$ cat config.mk
export PLATFORM = sky130hd
export DESIGN_NAME = imm_encoder
export DESIGN_NICKNAME = d
export VERILOG_FILES = /design/src/rtl/imm_pkg.sv /design/src/rtl/imm_field_pack.sv /design/src/rtl/imm_encoder.sv
export SDC_FILE = /design/constraint.sdc
export NUM_CORES = 1
export LEC_CHECK = 0
export ABC_AREA = 1
export BUFFER_PORTS_ARGS = -buffer_cell sky130_fd_sc_hd__buf_2
export CAP_MARGIN = 20
export CORE_MARGIN = 2
export CORE_UTILIZATION = 53
export CTS_CLUSTER_SIZE = 28
export DETAILED_ROUTE_END_ITERATION = 8
export GPL_TIMING_DRIVEN = 0
export PLACE_DENSITY = 0.79
export SLEW_MARGIN = 5
export SYNTH_ARGS = -nofsm -noshare
export SYNTH_HDL_FRONTEND = slang
export SYNTH_SLANG_ARGS = --single-unit
$ cat constraint.sdc
create_clock -name clk -period 1.95 [get_ports clk]
set_clock_uncertainty 0.15 [all_clocks]
set_input_delay 0.0975 -clock clk [delete_from_list [all_inputs] [get_ports clk]]
set_output_delay 0.0975 -clock clk [all_outputs]
set_load 0.01 [all_outputs]
$ cat src/rtl/imm_pkg.sv
// imm_pkg -- shared definitions for the immediate encoder and immediate generator.
//   imm_type_e : immediate format selector (110/111 are treated as I)
//   err_code_e : encoder status codes
//   CntWidth   : width of the handshake/error counters
package imm_pkg;

   typedef enum logic [2:0] {
      ImmI    = 3'b000,
      ImmS    = 3'b001,
      ImmU    = 3'b010,
      ImmJ    = 3'b011,
      ImmB    = 3'b100,
      ImmIu   = 3'b101,
      ImmRsv6 = 3'b110,
      ImmRsv7 = 3'b111
   } imm_type_e;

   typedef enum logic [1:0] {
      ErrOk        = 2'b00,
      ErrRange     = 2'b01,
      ErrAlign     = 2'b10,
      ErrRoundTrip = 2'b11
   } err_code_e;

   localparam int unsigned CntWidth = 16;

   // Fold the reserved encodings onto plain I so downstream logic sees six formats only.
   function automatic imm_type_e norm_type(input logic [2:0] t);
      return (t inside {3'b110, 3'b111}) ? ImmI : imm_type_e'(t);
   endfunction

endpackage

$ cat src/rtl/imm_field_pack.sv
// imm_field_pack -- combinational placement of an immediate into an instruction word.
// Ports:
//   typ       : normalized immediate format
//   imm       : immediate value (pass zero to clear all immediate bit positions)
//   base_word : instruction with non-immediate fields already placed
//   word      : base_word with the format's immediate bits overwritten
module imm_field_pack
   import imm_pkg::*;
(
   input  imm_type_e   typ,
   input  logic [31:0] imm,
   input  logic [31:0] base_word,
   output logic [31:0] word
);

   always_comb begin
      word = base_word;
      unique case (typ)
         ImmS: begin
            word[31:25] = imm[11:5];
            word[11:7]  = imm[4:0];
         end
         ImmU: word[31:12] = imm[31:12];
         ImmJ: begin
            word[31]    = imm[20];
            word[30:21] = imm[10:1];
            word[20]    = imm[11];
            word[19:12] = imm[19:12];
         end
         ImmB: begin
            word[31]    = imm[12];
            word[30:25] = imm[10:5];
            word[11:8]  = imm[4:1];
            word[7]     = imm[11];
         end
         default: word[31:20] = imm[11:0]; // I and I-unsigned
      endcase
   end

endmodule

$ cat src/rtl/imm_encoder.sv
// imm_encoder -- two-stage pipelined RISC-V immediate encoder with range/alignment checks.
// Optional feature: define IMM_ROUNDTRIP_CHECK_EN to decode the packed word in S2 and flag
// a round-trip mismatch (err_code 11).
// Ports:
//   clk, rst_n            : clock, asynchronous active-low reset
//   in_valid/in_ready     : request handshake
//   imm_type, imm_value   : immediate format and value
//   base_word             : instruction template (immediate positions ignored)
//   out_valid/out_ready   : result handshake
//   out_word              : encoded instruction (immediate cleared on error)
//   out_err, err_code     : error flag and code
//   cnt_clr               : synchronous counter clear (wins over increment)
//   enc_count, err_count  : saturating handshake / error-handshake counters
module imm_encoder
   import imm_pkg::*;
(
   input  logic                clk,
   input  logic                rst_n,
   input  logic                in_valid,
   output logic                in_ready,
   input  logic [2:0]          imm_type,
   input  logic [31:0]         imm_value,
   input  logic [31:0]         base_word,
   output logic                out_valid,
   input  logic                out_ready,
   output logic [31:0]         out_word,
   output logic                out_err,
   output logic [1:0]          err_code,
   input  logic                cnt_clr,
   output logic [CntWidth-1:0] enc_count,
   output logic [CntWidth-1:0] err_count
);

   function automatic logic all_eq(input logic [31:0] v, input int unsigned lsb);
      logic [31:0] m;
      m = 32'hFFFF_FFFF << lsb;
      return ((v & m) == m) || ((v & m) == 32'h0);
   endfunction

   imm_type_e   typ;
   logic        range_err, align_err, chk_err;
   err_code_e   chk_code;
   logic [31:0] packed_word;

   assign typ = norm_type(imm_type);

   always_comb begin
      range_err = 1'b0;
      align_err = 1'b0;
      unique case (typ)
         ImmU:  range_err = |imm_value[11:0];
         ImmJ: begin
            align_err = imm_value[0];
            range_err = !all_eq(imm_value, 20);
         end
         ImmB: begin
            align_err = imm_value[0];
            range_err = !all_eq(imm_value, 12);
         end
         ImmIu: range_err = |imm_value[31:12];
         default: range_err = !all_eq(imm_value, 11); // I and S
      endcase
   end

   assign chk_err  = range_err | align_err;
   assign chk_code = align_err ? ErrAlign : (range_err ? ErrRange : ErrOk);

   // Packing a zero immediate clears exactly the format's immediate bit positions.
   imm_field_pack u_pack (
      .typ       (typ),
      .imm       (chk_err ? 32'h0 : imm_value),
      .base_word (base_word),
      .word      (packed_word)
   );

   // Handshake
   logic s1_valid, s2_ready, s1_adv, in_fire, out_fire;
   assign s2_ready = !out_valid || out_ready;
   assign s1_adv   = s1_valid && s2_ready;
   assign in_ready = !s1_valid || s2_ready;
   assign in_fire  = in_valid && in_ready;
   assign out_fire = out_valid && out_ready;

   logic [31:0] s1_word;
   logic        s1_err;
   err_code_e   s1_code;
   logic        s2_err;
   err_code_e   s2_code;

`ifdef IMM_ROUNDTRIP_CHECK_EN
   imm_type_e   s1_type;
   logic [31:0] s1_imm;
   logic [31:0] rt_imm;
   logic        rt_bad;

   always_comb begin
      unique case (s1_type)
         ImmS:  rt_imm = {{20{s1_word[31]}}, s1_word[31:25], s1_word[11:7]};
         ImmU:  rt_imm = {s1_word[31:12], 12'h0};
         ImmJ:  rt_imm = {{11{s1_word[31]}}, s1_word[31], s1_word[19:12], s1_word[20],
                          s1_word[30:21], 1'b0};
         ImmB:  rt_imm = {{19{s1_word[31]}}, s1_word[31], s1_word[7], s1_word[30:25],
                          s1_word[11:8], 1'b0};
         ImmIu: rt_imm = {20'h0, s1_word[31:20]};
         default: rt_imm = {{20{s1_word[31]}}, s1_word[31:20]};
      endcase
   end

   assign rt_bad  = !s1_err && (rt_imm != s1_imm);
   assign s2_err  = s1_err | rt_bad;
   assign s2_code = rt_bad ? ErrRoundTrip : s1_code;

   always_ff @(posedge clk or negedge rst_n) begin
      if (!rst_n) begin
         s1_type <= ImmI;
         s1_imm  <= 32'h0;
      end else if (in_fire) begin
         s1_type <= typ;
         s1_imm  <= imm_value;
      end
   end
`else
   assign s2_err  = s1_err;
   assign s2_code = s1_code;
`endif

   // S1: check/pack register
   always_ff @(posedge clk or negedge rst_n) begin
      if (!rst_n) begin
         s1_valid <= 1'b0;
         s1_word  <= 32'h0;
         s1_err   <= 1'b0;
         s1_code  <= ErrOk;
      end else if (in_fire) begin
         s1_valid <= 1'b1;
         s1_word  <= packed_word;
         s1_err   <= chk_err;
         s1_code  <= chk_code;
      end else if (s1_adv) begin
         s1_valid <= 1'b0;
      end
   end

   // S2: output register, held while stalled
   always_ff @(posedge clk or negedge rst_n) begin
      if (!rst_n) begin
         out_valid <= 1'b0;
         out_word  <= 32'h0;
         out_err   <= 1'b0;
         err_code  <= ErrOk;
      end else if (s1_adv) begin
         out_valid <= 1'b1;
         out_word  <= s1_word;
         out_err   <= s2_err;
         err_code  <= s2_code;
      end else if (out_ready) begin
         out_valid <= 1'b0;
      end
   end

   // Saturating counters
   always_ff @(posedge clk or negedge rst_n) begin
      if (!rst_n) begin
         enc_count <= '0;
         err_count <= '0;
      end else if (cnt_clr) begin
         enc_count <= '0;
         err_count <= '0;
      end else if (out_fire) begin
         if (enc_count != '1) enc_count <= enc_count + CntWidth'(1);
         if (out_err && (err_count != '1)) err_count <= err_count + CntWidth'(1);
      end
   end

endmodule
==> results of run 1 <==
-- path summary, 6_finish.rpt --
| path | startpoint | endpoint | slack (ns) |
|---|---|---|---|
| max in group asynchronous | rst_n | err_count[3]$_DFFE_PN0P_ | 0.72 |
| setup reg to reg | err_count[1]$_DFFE_PN0P_ | err_count[12]$_DFFE_PN0P_ | -0.04 |
| setup / recovery | err_count[1]$_DFFE_PN0P_ | err_count[12]$_DFFE_PN0P_ | -0.04 |
| hold reg to reg | out_word[9]$_DFFE_PN0P_ | out_word[9]$_DFFE_PN0P_ | 0.34 |
| hold / removal | imm_value[25] | s1_word[25]$_DFFE_PN0P_ | 0.02 |
| min in group asynchronous | rst_n | s1_valid$_DFFE_PN0P_ | 0.22 |
-- metrics by stage --
step	hold WS [ns]	worst slack [ns]	instances	instance area [µm²]	TNS, ns
floorplan	-0.348	0.0758	663	5250	0
global placement	0.156	-0.405	929	6080	-41.92
detailed placement	0.0938	-0.168	930	6100	-1.80
CTS	0.00498	0.00551	1006	6930	0
global route	0.0254	-0.125	1012	7310	-1.43
finish	0.0168	-0.0417	1012	7310	-0.122
-- layer usage --
layer	global-route usage	up-vias	part of all wire
li1	-	2558	-
met1	0.371	2586	0.39
met2	0.495	285	0.50
met3	0.0578	60	0.073
met4	0.134	0	0.033
met5	0	-	0
-- state kept, by name, indices dropped and copies added (netlist names) --
register	flops
s1_code	2
err_code	2
err_count	16
s1_word	32
out_word	32
s1_valid	1
s1_err	1
out_valid	1
out_err	1
enc_count	16
-- layout by cell type (no fill, tap or decap), types with 5 or more instances in the layout --
cell type,synthesis,layout
buf_4,1,21
nand2_2,4,11
nor3_1,12,9
o21ai_0,62,59
buf_2,0,118
dlygate4sd3_1,0,45
nor2_1,85,66
nand3_1,34,25
nor2_2,9,17
clkbuf_1,15,13
mux2_2,6,6
nor2_4,2,13
dlymetal6s4s_1,0,11
nand4_1,6,6
dfrtp_2,0,5
nor3_2,3,5
nand2_1,150,141
clkbuf_8,0,10
a21oi_1,31,26
o22ai_1,9,9
buf_6,3,7
nand3_2,2,10
dfrtp_1,104,99
inv_1,87,84
-- where the power goes --
part / switching, mW / internal, mW / leakage [nW] / total, mW
combinational: 0.896 / 0.621 / 2.21 / 1.52
sequential: 0.177 / 2.50 / 1.33 / 2.68
clock: 0.770 / 0.510 / 0.0903 / 1.28
-- cell families (layout without fill, tap and decap cells) --
logic type,Yosys count,in the layout,share of synthesized area
adders and majority gates,2,2,0.00477
buffers and inverters,109,325,0.0830
muxes,6,6,0.0129
xor gates and xnor gates,4,4,0.00668
AOI/OAI and AO/OA,120,120,0.125
DFF,104,104,0.496
and+or+nand+nor,318,318,0.271
-- cell type report --
class	count	share of cell area
multi-input cells	450	0.341
flip-flops and latches	104	0.357
inverters	90	0.0465
repair buffers	201	0.194
plain buffers	18	0.0142
clock buffers	11	0.0193
well taps	133	0.0228
clock inverters	5	0.00530
-- timing repair --
item | 4_1_cts | 5_1_grt
gates resized for setup | 15 | 98
endpoints found under the setup margin | 37 | 58
gates cloned | 0 | 1
buffers inserted | 5 | 16
pin swaps | 3 | 31
endpoints found under the hold margin | 98 | 0
hold buffers | 56 | 0
-- critical path: stages, from the launching register on --
cell and delay, ns:
dfrtp_1 0.38, ha_2 0.20, nand2_2 0.08, nor2_4 0.13, nand2_2 0.07, nor2_4 0.12, nand4_4 0.09, nand2_4 0.10
nand2_4 0.06, buf_8 0.15, buf_6 0.13, a21oi_4 0.15, nor3_2 0.04
==> results.json, run 1 <==
{
  "grt_setup_unrepaired": "true",
  "rr_worst_depth": 12,
  "die_w_um": 103,
  "synth.top_cells.by_area": "dfrtp_1 50%, nand2_1 11%, inv_1 6.2%",
  "synth_enable_flop_cells": 0,
  "clockRootBuffer": "clkbuf_8",
  "routability_congestion": 0.969,
  "multiInputGateArea_um2": 2500,
  "wire_per_inst_um": 16.0,
  "finalCritPeriodShare": 1.02,
  "p_per_area_nw_per_um2": 749,
  "regArea_um2": 2610,
  "cts_tree": "yes",
  "failed_checks": "negative setup slack",
  "drt_first_iter_violations": 352,
  "path_max_fanout": 6,
  "routed_via_count_divided_by_cell_count": 5.42,
  "synthesis.yosys.warnings": 0,
  "outcome": "finished, violations left",
  "antenna_found_initial": 0,
  "detail_route.drc_violations": 0,
  "synth_area_per_cell_um2": 7.91,
  "effective_utilization_at_floorplan": 0.542,
  "synthDistinctLibCells": 40,
  "irDropWorstVdd_mv": 0.524,
  "detailroute.via_count": 5489,
  "fill_cells": 690,
  "critPathKind": "reg2reg",
  "antenna_cells": 0,
  "clock_tree.htree_level_count": 3,
  "postRouteAntennaNets": 0,
  "area_delta_synth_final_pct": 39.4,
  "grt_pass1_wl_um": 24400,
  "cts_inserted_buffers": 9,
  "syn_inst": 663,
  "leakage_power_figure_nw": 3.63,
  "dieArea_um2": 10700,
  "maxCapViolCount": 0,
  "die_height_um": 103,
  "worst_slack_ns": -0.0417,
  "placement.io_buffers": 133,
  "utilization": 0.755,
  "setup-violations-final": 3,
  "finalWirelength_um": 16200,
  "globalRouteTotalUtil": 0.295,
  "timing.final.max_slew_violations": 0,
  "via_count_of_the_first_global_routing_pass": 5219,
  "synth_top_cell_by_area": "dfrtp_1",
  "max_freq_ghz": 0.502,
  "async_reset_ff_frac": 1.00,
  "floorplan.rows": 36,
  "clk-insertion-delay-late_ns": 0.38,
  "gr-total-overflow": 0,
  "wp_data_arrival_ns": 2.08,
  "seq_area_frac_synth": 0.496,
  "post_synthesis_register_bit_count": 104,
  "synth_fp_nets": 737,
  "synthDominantCellAreaShare": 0.496,
  "tightest_slew_ns": 0.803,
  "design_power_total_mw": 5.48,
  "startpoint_type": "flop",
  "final-hold-violation-count": 0,
  "post_route_cells_drive_above_1_share": 0.298,
  "finalCriticalPeriod_ns": 1.99,
  "hold_depth": 5,
  "worstSetupEndpointType": "flop",
  "cts-root-to-sink-buffers": 2,
  "largest_net_degree_at_the_start_of_global_routing": 64,
  "clk_transition_reported_paths_ns": 0.11,
  "detail_route.first_pass.iterations": 5,
  "syn_area_um2": 5250,
  "min-delay-path-class": "in2reg",
  "cts_num_sinks": 104,
  "ys.flop_type": "dfrtp_1",
  "num-nets-final": 948,
  "synth.most_common_cell": "nand2_1",
  "detailedPlacementHpwl_um": 10600,
  "io-pin-count": 141,
  "slew_headroom": 0.464,
  "worst-endpoint-required_ns": 2.04,
  "synth_common_cells": "150 x nand2_1, 104 x dfrtp_1, 87 x inv_1, 85 x nor2_1, 62 x o21ai_0",
  "design.core.area_um2": 9680
}
Note: power is estimated with default switching activity, not from simulation.
==> inputs of run 2 (changes only) <==
CORE_MARGIN = 1   (was 2)
==> results.json, run 2 (synthesis results as in run 1) <==
{
  "via_count_of_the_first_global_routing_pass": 5074,
  "postPlaceCellArea_um2": 6100,
  "most_congested_layer_reported_by_global_routing": "met2",
  "largest_net_degree_at_the_start_of_global_routing": 65,
  "die_w_um": 101,
  "num-nets-final": 950,
  "area_delta_synth_final_pct": 39.5,
  "p_per_area_nw_per_um2": 745,
  "design_power_total_mw": 5.45,
  "grt_setup_unrepaired": "true",
  "capture_point_of_the_worst_reg_to_reg_path": "err_count[13]$_DFFE_PN0P_",
  "cts_num_sinks": 104,
  "critical_path.startpoint": "err_count[1]$_DFFE_PN0P_",
  "startpoint_type": "flop",
  "design.core.area_um2": 9420,
  "globalRouteMet1Util": 0.377,
  "min-delay-path-class": "in2reg",
  "failed_checks": "negative setup slack",
  "hold_depth": 5,
  "dieArea_um2": 10300,
  "clk-insertion-delay-late_ns": 0.37,
  "detailroute.via_count": 5436,
  "timing.setup.tns_ns": -0.0440,
  "rr_worst_depth": 13,
  "grt_pass1_wl_um": 23500,
  "utilization": 0.777,
  "maxCapViolCount": 0,
  "layout_top_registers": "out_word (32), s1_word (32)",
  "postRouteAntennaNets": 0,
  "power_switching_share": 0.334,
  "worstReg2RegStart": "err_count[1]$_DFFE_PN0P_",
  "timing.hold.worst.start": "imm_value[30]",
  "routed_via_count_divided_by_cell_count": 5.38,
  "max_freq_ghz": 0.502,
  "io-pin-count": 141,
  "grtUsageMet3": 0.0518,
  "pre_cts_slack_ns": -0.167,
  "tightest_slew_ns": 0.621,
  "cts_inserted_buffers": 9,
  "critPathKind": "reg2reg",
  "finalCritPeriodShare": 1.02,
  "clockRootBuffer": "clkbuf_8",
  "switchingPower_mw": 1.82,
  "multiInputGateArea_um2": 2490,
  "setup-violations-final": 1,
  "worst-r2r-setup-slack_ns": -0.04,
  "cts-root-to-sink-buffers": 2,
  "gr-total-overflow": 0,
  "regArea_um2": 2610,
  "antenna_cells": 0,
  "cts_tree": "yes",
  "clk_transition_reported_paths_ns": 0.10,
  "groute.layer.met2.usage": 0.506,
  "finalWirelength_um": 15200,
  "wire_per_inst_um": 15.0,
  "slew_headroom": 0.586,
  "worst-endpoint-required_ns": 2.05,
  "detail_route.drc_violations": 0,
  "effective_utilization_at_floorplan": 0.557,
  "layout.cell_area.non_filler_um2": 7320,
  "internal-power_mw": 3.63,
  "worstSetupEndpointType": "flop",
  "die_height_um": 101,
  "layout_commonest_cell": "nand2_1",
  "fill_cells": 640,
  "sequentialPowerShare": 0.490,
  "wp_data_arrival_ns": 2.10,
  "placement.io_buffers": 133,
  "power_frac_clock": 0.236,
  "timing.final.max_slew_violations": 0,
  "layout.cells.most_common_list": "141 x nand2_1, 120 x buf_2, 98 x dfrtp_1, 85 x inv_1, 68 x nor2_1",
  "holdPathEnd": "s1_word[30]$_DFFE_PN0P_",
  "final-hold-violation-count": 0,
  "finalCriticalPeriod_ns": 1.99,
  "detail_route.first_pass.iterations": 6,
  "floorplan.rows": 35,
  "globalRouteTotalUtil": 0.295,
  "post_route_cells_drive_above_1_share": 0.296,
  "outcome": "finished, violations left",
  "detailedPlacementHpwl_um": 10100,
  "drt_first_iter_violations": 296,
  "routability_congestion": 0.939,
  "path_max_fanout": 5,
  "leakage_power_figure_nw": 3.63,
  "irDropWorstVdd_mv": 0.589,
  "comb_power_share": 0.273,
  "clock_tree.htree_level_count": 3,
  "antenna_found_initial": 0,
  "worst_slack_ns": -0.0440
}
## run 2: changes by cell type in the layout (fill, tap and decap cells not counted), moves of 3 or more
| cell | before | now |
|---|---|---|
| dlygate4sd3_1 | 45 | 50 |
| dlymetal6s4s_1 | 11 | 7 |
| nand2_2 | 11 | 8 |
| nand2_4 | 4 | 7 |
| nor2_4 | 13 | 10 |
| o21ai_1 | 4 | 1 |
## run 2: cell type report
| class | instances | share of cell area |
|---|---|---|
| clock buffers | 10 | 0.0188 |
| well taps | 129 | 0.0221 |
| multi-input cells | 450 | 0.340 |
| plain buffers | 18 | 0.0138 |
| flip-flops and latches | 104 | 0.357 |
| inverters | 90 | 0.0465 |
| clock inverters | 6 | 0.00598 |
| repair buffers | 203 | 0.196 |
## run 2: layer usage
| layer | part of all wire | vias to the layer above |
|---|---|---|
| li1 | - | 2571 |
| met1 | 0.41 | 2582 |
| met2 | 0.50 | 252 |
| met3 | 0.071 | 31 |
| met4 | 0.019 | 0 |
| met5 | 0 | - |
## run 2: power groups by stage
| stage | registers (mW) | clock network [mW] | logic [mW] |
|---|---|---|---|
| 5_1_grt | 2.71 | 1.40 | 1.64 |
| 3_5_place_dp | 2.72 | 0 | 1.26 |
| 2_1_floorplan | 2.81 | 0 | 0.576 |
| 6_report | 2.67 | 1.29 | 1.49 |
| 4_1_cts | 2.67 | 1.32 | 1.38 |
| 3_3_place_gp | 2.69 | 0 | 1.22 |
## run 2: how the worst max path moves through the flow
| stage | cells after the start | end |
|---|---|---|
| 2_1_floorplan | 11 | err_count[10]$_DFFE_PN0P_ |
| 3_3_place_gp | 1 | out_word[22]$_DFFE_PN0P_ |
| 3_5_place_dp | 13 | err_count[12]$_DFFE_PN0P_ |
| 4_1_cts | 12 | err_count[11]$_DFFE_PN0P_ |
| 5_1_grt | 14 | err_count[13]$_DFFE_PN0P_ |
| 6_report | 13 | err_count[13]$_DFFE_PN0P_ |
## run 2: what timing repair did
action	in CTS	in global routing
setup buffers	6	14
pin swaps	0	33
cloned	0	2
resized for setup	9	90
hold buffers	57	0
hold endpoints to repair	77	0
setup endpoints to repair	30	55
## run 2: per-stage QoR
step | std cells | hold slack (ns)
6_report | 1010 | 0.0341
5_1_grt | 1010 | 0.0558
4_1_cts | 1004 | 0.0105
3_5_place_dp | 926 | -0.0341
3_3_place_gp | 925 | 0.156
2_1_floorplan | 663 | -0.348
## run 2: worst max-delay path: stages, from the launching register on
cell     delay [ns]
dfrtp_1        0.37
ha_2           0.19
nand2_2        0.08
nor2_4         0.12
nand2_2        0.08
nor2_4         0.14
nand4_4        0.09
nand2_4        0.10
nand2_4        0.08
buf_8          0.16
nand4_4        0.08
nor2_2         0.05
nor2_1         0.12
nor2_1         0.06
